**src/rtl/lm_sm_sequencer_pkg.sv**
```systemverilog
// Shared constants and types for the LM/SM micro-op sequencer.
// Opcode values, state encoding and micro-IR field positions.
package lm_sm_sequencer_pkg;

  localparam int NREG = 8;
  localparam int IDXW = $clog2(NREG);

  localparam logic [3:0] LM_OP = 4'b0110;
  localparam logic [3:0] SM_OP = 4'b0111;

  localparam int OP_HI   = 15;
  localparam int OP_LO   = 12;
  localparam int RA_HI   = 11;
  localparam int RA_LO   = 9;
  localparam int MASK_HI = NREG - 1;

  typedef enum logic {
    IDLE,
    EMIT
  } state_e;

  function automatic logic is_lsm_op(
    input logic [3:0] op
  );
    return (op == LM_OP) || (op == SM_OP);
  endfunction

endpackage

```
**src/rtl/lm_sm_sequencer_enc.sv**
```systemverilog
// Lowest-set-bit priority encoder for the register mask.
// Gives the index, the one-hot bit to clear and an all-zero flag.
module lowest_set_bit_enc
  import lm_sm_sequencer_pkg::*;
(
  input  logic [NREG-1:0] vec_i,
  output logic [IDXW-1:0] idx_o,
  output logic [NREG-1:0] clr_o,
  output logic            zero_o
);

  always_comb begin
    idx_o = '0;
    for (int i = NREG - 1; i >= 0; i--) begin
      if (vec_i[i]) idx_o = IDXW'(i);
    end
  end

  // two's-complement trick isolates the lowest set bit
  assign clr_o  = vec_i & (~vec_i + NREG'(1));
  assign zero_o = ~|vec_i;

endmodule

```
**src/rtl/lm_sm_sequencer.sv**
```systemverilog
// Expands LM/SM into one single-register micro-op per mask bit.
// Outputs are combinational so the first micro-op has zero latency.
module lm_sm_sequencer
  import lm_sm_sequencer_pkg::*;
(
  input  logic        clk,
  input  logic        reset,
  input  logic [15:0] in_ir,
  input  logic        in_valid,
  input  logic        stall,
  input  logic        flush,
  output logic        ir_load_mux,
  output logic [15:0] new_ir,
  output logic        first_multiple,
  output logic        pc_write,
  output logic        busy
);

  state_e            state_q, state_d;
  logic [NREG-1:0]   mask_q, mask_d;
  logic [15:0]       ir_q, ir_d;

  logic              idle;
  logic [NREG-1:0]   rem;
  logic [15:0]       cur;
  logic [IDXW-1:0]   idx;
  logic [NREG-1:0]   clr;
  logic              rem_zero;
  logic [NREG-1:0]   rest;
  logic              last;
  logic              is_multi;
  logic              active;
  logic              unused_cur;

  assign idle = (state_q == IDLE);
  assign rem  = idle ? in_ir[MASK_HI:0] : mask_q;
  assign cur  = idle ? in_ir : ir_q;

  lowest_set_bit_enc u_enc (
    .vec_i  (rem),
    .idx_o  (idx),
    .clr_o  (clr),
    .zero_o (rem_zero)
  );

  assign rest = rem & ~clr;
  assign last = ~|rest;

  assign is_multi = in_valid
                 && is_lsm_op(in_ir[OP_HI:OP_LO])
                 && |in_ir[MASK_HI:0];

  // reset gating keeps outputs at their idle values while held in reset
  assign active = reset && !flush
               && (!idle || is_multi);

  assign unused_cur = ^{cur[RA_LO-1:0], rem_zero};

  always_comb begin
    ir_load_mux    = 1'b0;
    new_ir         = '0;
    first_multiple = 1'b0;
    pc_write       = !stall;
    busy           = !idle;
    if (!reset) begin
      pc_write = 1'b1;
    end else if (active) begin
      ir_load_mux    = 1'b1;
      new_ir         = {cur[OP_HI:OP_LO], idx,
                        cur[RA_HI:RA_LO], 6'b0};
      first_multiple = idle;
      pc_write       = last && !stall;
    end
  end

  always_comb begin
    state_d = state_q;
    mask_d  = mask_q;
    ir_d    = ir_q;
    if (flush) begin
      state_d = IDLE;
      mask_d  = '0;
    end else if (stall) begin
      state_d = state_q;
    end else if (idle) begin
      if (is_multi && !last) begin
        state_d = EMIT;
        mask_d  = rest;
        ir_d    = in_ir;
      end
    end else if (last) begin
      state_d = IDLE;
      mask_d  = '0;
    end else begin
      mask_d = rest;
    end
  end

  always_ff @(posedge clk or negedge reset) begin
    if (!reset) begin
      state_q <= IDLE;
      mask_q  <= '0;
      ir_q    <= '0;
    end else begin
      state_q <= state_d;
      mask_q  <= mask_d;
      ir_q    <= ir_d;
    end
  end

endmodule

```
**config.mk**
```make
export PLATFORM = sky130hd
export DESIGN_NAME = lm_sm_sequencer
export DESIGN_NICKNAME = d
export VERILOG_FILES = /design/src/rtl/lm_sm_sequencer_pkg.sv /design/src/rtl/lm_sm_sequencer_enc.sv /design/src/rtl/lm_sm_sequencer.sv
export SDC_FILE = /design/constraint.sdc
export NUM_CORES = 1
export LEC_CHECK = 0
export CAP_MARGIN = 40
export CORE_UTILIZATION = 29
export DETAILED_ROUTE_END_ITERATION = 7
export PLACE_DENSITY = 0.55
export SLEW_MARGIN = 10
export SYNTH_ARGS = -nofsm -noshare
export SYNTH_HDL_FRONTEND = slang
export SYNTH_SLANG_ARGS = --single-unit
```
**constraint.sdc**
```tcl
create_clock -name clk -period 2.6 [get_ports clk]
set_input_delay 0.52 -clock clk [delete_from_list [all_inputs] [get_ports clk]]
set_output_delay 0.52 -clock clk [all_outputs]
set_load 0.05 [all_outputs]
```
# ---- Word level (Yosys, flattened, before mapping)
# Index checks and enable logic that the tools add are counted.
dict set report op_classes {
  addsub 1
  n_eq_ne 3
  muxes 28
  bitwise_logic 7
  reduce_logical 16
}
# op count
set ops {}
lappend ops {{two-way mux 16 bit} 3}
lappend ops {{two-way mux 8 bit} 6}
lappend ops {{two-way mux 3 bit} 8}
lappend ops {{AND 8 bit} 2}
lappend ops {{NOT 8 bit} 2}
lappend ops {{OR reduction 8 bit} 2}
lappend ops {{two-way mux 1 bit} 11}
lappend ops {{adder 8 x 1 -> 8 bit (second input constant)} 1}
lappend ops {{equality test 4 x 3 -> 1 bit (second input constant)} 2}
lappend ops {{logical AND 1 bit} 6}
lappend ops {{AND reduction 4 bit} 1}
lappend ops {{zero test 1 bit} 3}
lappend ops {{NOT 1 bit} 3}
lappend ops {{nonzero test 3 bit} 1}
lappend ops {{logical OR 1 bit} 2}
lappend ops {{inequality test 2 x 1 -> 1 bit (second input constant)} 1}
lappend ops {{AND reduction 2 bit} 1}
dict set report word_totals {
  regBits 25
  word_cells 58
}

# ---- Longest topological paths before layout
dict set report depth {
  ltp_word 12
  ltp_mapped 8
  mapped_depth_nobuf 6
}

# ---- Modules after synthesis
# A second synthesis with hierarchy kept.
dict set report hier_totals {
  cells_unflattened 151
  hier_area_um2 1322.5
}
# module n_inst cells_each area_per_inst_um2
set modules_own_cells {}
lappend modules_own_cells {lm_sm_sequencer 1 129 1169.9}
lappend modules_own_cells {lowest_set_bit_enc 1 22 152.6}

# ---- Worst setup path before layout
# OpenSTA, ideal clock, no wires.
dict set report synth_timing {
  kind {reg2out}
  from {register state_q, in the netlist busy}
  to {output port new_ir[9]}
  arrival_time_ns 2.808
  slack_ns -0.728
  stages_incl_launch_ff 7
  n_path_buf 3
  cell_sequence {dfrtp_1 -> buf_6 -> buf_2 -> clkbuf_1 -> nor2_1 -> a2bb2oi_1 -> nor3_1}
}
dict set report synth_between {
  elab_chain_len 11
  elab_cells_between_ends 13
  classes_between {mux: 11; reduce/logical: 2}
}
# item line
set synth_rtl {}
lappend synth_rtl {{start, declared} lm_sm_sequencer.sv:19} ;# state_e state_q, state_d;
lappend synth_rtl {{start signal, assigned} lm_sm_sequencer.sv:105} ;# state_q <= state_d;
lappend synth_rtl {{two-way mux 8 bit} lm_sm_sequencer.sv:36} ;# assign rem = idle ? in_ir[MASK_HI:0] : mask_q;
lappend synth_rtl {{two-way mux 3 bit (8 in series)} lm_sm_sequencer_enc.sv:15} ;# if (vec_i[i]) idx_o = IDXW'(i);
lappend synth_rtl {{two-way mux 16 bit (*)} lm_sm_sequencer.sv:67} ;# end else if (active) begin
lappend synth_rtl {{two-way mux 16 bit (*)} lm_sm_sequencer.sv:65} ;# if (!reset) begin
lappend synth_rtl {{end, declared} lm_sm_sequencer.sv:13} ;# output logic [15:0] new_ir,
# Every way passes the cells marked *; elsewhere a longest branch is shown, timed or not.

# ---- Final worst setup path
dict set report layout_timing {
  from {register state_q, in the netlist busy}
  to {output port pc_write}
}
dict set report layout_between {
  elab_chain_len 11
  elab_cells_between_ends 13
  classes_between {add/sub: 1; mux: 3; bitwise: 4; reduce/logical: 5}
}
# item line
set layout_rtl {}
lappend layout_rtl {{two-way mux 8 bit} lm_sm_sequencer.sv:36}
lappend layout_rtl {{NOT 8 bit} lm_sm_sequencer_enc.sv:20} ;# assign clr_o = vec_i & (~vec_i + NREG'(1));
lappend layout_rtl {{adder 8 x 1 -> 8 bit} lm_sm_sequencer_enc.sv:20}
lappend layout_rtl {{AND 8 bit} lm_sm_sequencer_enc.sv:20}
lappend layout_rtl {{NOT 8 bit} lm_sm_sequencer.sv:46} ;# assign rest = rem & ~clr;
lappend layout_rtl {{AND 8 bit} lm_sm_sequencer.sv:46}
lappend layout_rtl {{OR reduction 8 bit} lm_sm_sequencer.sv:47} ;# assign last = ~|rest;
lappend layout_rtl {{zero test 1 bit} lm_sm_sequencer.sv:47}
lappend layout_rtl {{logical AND 1 bit} lm_sm_sequencer.sv:72} ;# pc_write = last && !stall;
lappend layout_rtl {{two-way mux 1 bit (*)} lm_sm_sequencer.sv:67}
lappend layout_rtl {{two-way mux 1 bit (*)} lm_sm_sequencer.sv:65}
lappend layout_rtl {{end, declared} lm_sm_sequencer.sv:15} ;# output logic pc_write,
# Marks and branches as above.

==> summary.txt <==
Layout cells sized above 1 -> 0.4550
Critical Path Fanout Max -> 8
TritonRoute pass-1 iters -> 4
# port buffers -> 33
GR Overflow Total -> 0
Initial drt markers -> 49
Worst Setup Slack, final -> -41.19 ps
Dpl hpwl -> 2821 um
Multi-input logic area -> 875.8 um^2
Reg2reg end -> ir_q[15]
Arr. time, crit path -> 2120 ps
Number of fill cells in the layout -> 382
CTS clk-pin slew, worst paths -> 70 ps
Seq/Total Area, Yosys -> 0.3093
Mux cell area share after synthesis -> 0.1619
Top_reg_cell synth -> dfrtp_1
Avg Synthesized Cell Area -> 9.057 um^2
Vias in the first global route -> 1354
Row cnt -> 23
Rel. slew slack -> 0.6676
Setup TNS Final -> -41.19 ps
Worst skew pair latency -> 260 ps
Placed cell area -> 1813 um^2
WL final -> 3820 um
Cell variety after synth -> 49
Outcome -> finished, violations left
FFs w/ async S/R, synth -> 1.000
Final Setup Violations -> 1
Dpl cells -> 243
WHS -> 473.0 ps
Die H -> 66.69 um
RSZ-0062 raised after global routing -> yes
IO Count -> 41
Hold Path Cell Cnt -> 1
Initial Utilization -> 0.3034
Nets -> 233
Critical Path RT -> 2080 ps
Compound-Gate Fraction of Synth Area -> 0.2196
CTS H-tree depth -> 1
Classification of the worst setup path -> reg -> out
Largest net degree at the start of global routing -> 17
Setup Slack @ Placement -> -268.4 ps
Cell Pwr Density -> 334.5 nW/um^2
Die area -> 4448 um^2
CP Capture Type -> primary output
Root buf cell -> clkbuf_8
Post-synthesis adder-cell area fraction -> 0
Most frequent cells in the layout -> 47 x buf_4, 19 x nor2_1, 14 x dfrtp_1, 10 x mux2i_1, 10 x dlygate4sd2_1
Area delta synth->final -> 71.24%
Largest family of logic cells by synthesized area -> simple AND/OR/NAND/NOR gates
Via density per instance -> 5.157
Final hold vios -> 0
Synthesized area -> 1214 um^2
Post-synth EDFFs -> 0
Wire per inst -> 14.64 um
Fmax -> 378.6 MHz
Post-Synth XOR/XNOR Area -> 0
Slew Viols, Final -> 0
Yosys reg bits -> 15
Min cycle time layout -> 2641 ps
Gr usage total -> 0.1861
RePlAce Congestion -> 0.8983
Layout Skew -> 4.804 ps
Routed Antenna Nets -> 0
CTS Buffer Depth -> 2
FF-to-FF Start -> busy
Clock sinks -> 15
Internal reg-to-reg setup slack -> 130 ps
Mapped Cells -> 134
Critical Path Start Type -> flip-flop
Failing checks -> negative setup slack
CTS tree -> done
Synth area leader -> dfrtp_1
Initial antenna violation count -> 0
Commonest non-fill, non-tap cell in the layout -> buf_4
Ys Warns -> 0
Hold Path Class -> reg -> reg
N_diodes -> 0
Final core occ -> 0.5196
Finished Layout Cells -> 261
CTS Buf Count -> 3
Final non-filler cell area -> 2078 um^2
Reg area -> 376.6 um^2
Transition time of the tightest slew-check pin -> 497.1 ps
VDD IR max -> 240.0 uV
Synth Area in Simple Gates -> 0.2340
Die width -> 66.69 um
Core Area -> 4000 um^2
Final Cycle Share -> 1.016
Hold_sp -> ir_q[14]
Global-route wire length before repair -> 6182 um
Hold endpoint -> ir_q[14]
Total power -> 0.6953 mW
DR vias -> 1346
Max Cap Viol -> 0
P_leak -> 0.9643 nW
Drt drc -> 0
Yosys top cell area share -> 0.3093
Reg2Reg Depth -> 12
Area contributors post-synth -> dfrtp_1 31%, mux2i_1 8.2%, nor2_1 6.2%, mux2_4 4.9%, buf_4 3.7%
==> registers in the layout (all words and copies together), names as in the netlist <==
| name | flops |
|---|---|
| busy | 1 |
| ir_q | 7 |
| mask_q | 7 |
==> layer usage <==
layer	vias to the layer above	share of wire	global-route usage
li1	641	-	-
met1	646	0.41	0.2271
met2	50	0.51	0.3258
met3	9	0.057	0.02226
met4	0	0.023	0.07713
met5	-	0	0
==> how the worst max path moves through the flow <==
stage               cells after the start       from  slack [ps]          to
global placement                        7   in_ir[3]        -240    pc_write
finish                                  6       busy         -40    pc_write
detailed placement                      7   in_ir[3]        -270    pc_write
floorplan                               5  in_ir[15]        -100  new_ir[11]
CTS                                     6       busy        -100    pc_write
global route                            7       busy        -120    pc_write
==> synthesized netlist by cell type, drive strengths merged, types with 2 or more instances <==
cell type and count:
a31o 3, nor2 20, nand2b 2, o21ai 5
nor3b 2, a211oi 4, a21oi 8, dfrtp 15
inv 4, mux2 6, or2 2, nor4 3
clkbuf 3, nor3 8, mux2i 11, nand2 4
or2b 2, o211ai 3, buf 8
==> where the power goes <==
group / internal, mW / total, mW / switching, mW / leakage, nW
Sequential: 0.255 / 0.268 / 0.0127 / 0.198
Combinational: 0.113 / 0.231 / 0.118 / 0.741
Clock: 0.106 / 0.197 / 0.0905 / 0.0255
==> worst max-delay path: stages (launching register included) <==
cell      delay (ps)
dfrtp_2          480
mux2_4           320
or2b_1           270
a221oi_4         280
o211ai_2         140
a22oi_2          200
buf_12           170
==> final cells by class <==
cell class | count | share of cell area
inverters | 4 | 0.007225
flip-flops and latches | 15 | 0.1812
repair buffers | 79 | 0.3377
well taps | 50 | 0.03010
clock buffers | 3 | 0.01987
clock inverters | 1 | 0.002408
multi-input cells | 109 | 0.4214
==> cells by family after synthesis <==
| kind of cell | after synthesis |
|---|---|
| other | 1 |
| buffers and inverters | 15 |
| multiplexers | 17 |
| AO/OA/AOI/OAI | 35 |
| AND/OR/NAND/NOR | 51 |
| flip-flops | 15 |
==> timing repair <==
action / in CTS / in global routing
endpoints found under the setup margin: 13 / 13
hold buffers: 0 / 0
pin swaps: 15 / 9
setup buffers: 11 / 2
gates resized for setup: 20 / 19
cloned: 1 / 0
No activity file was read; power rests on OpenSTA's default activity.
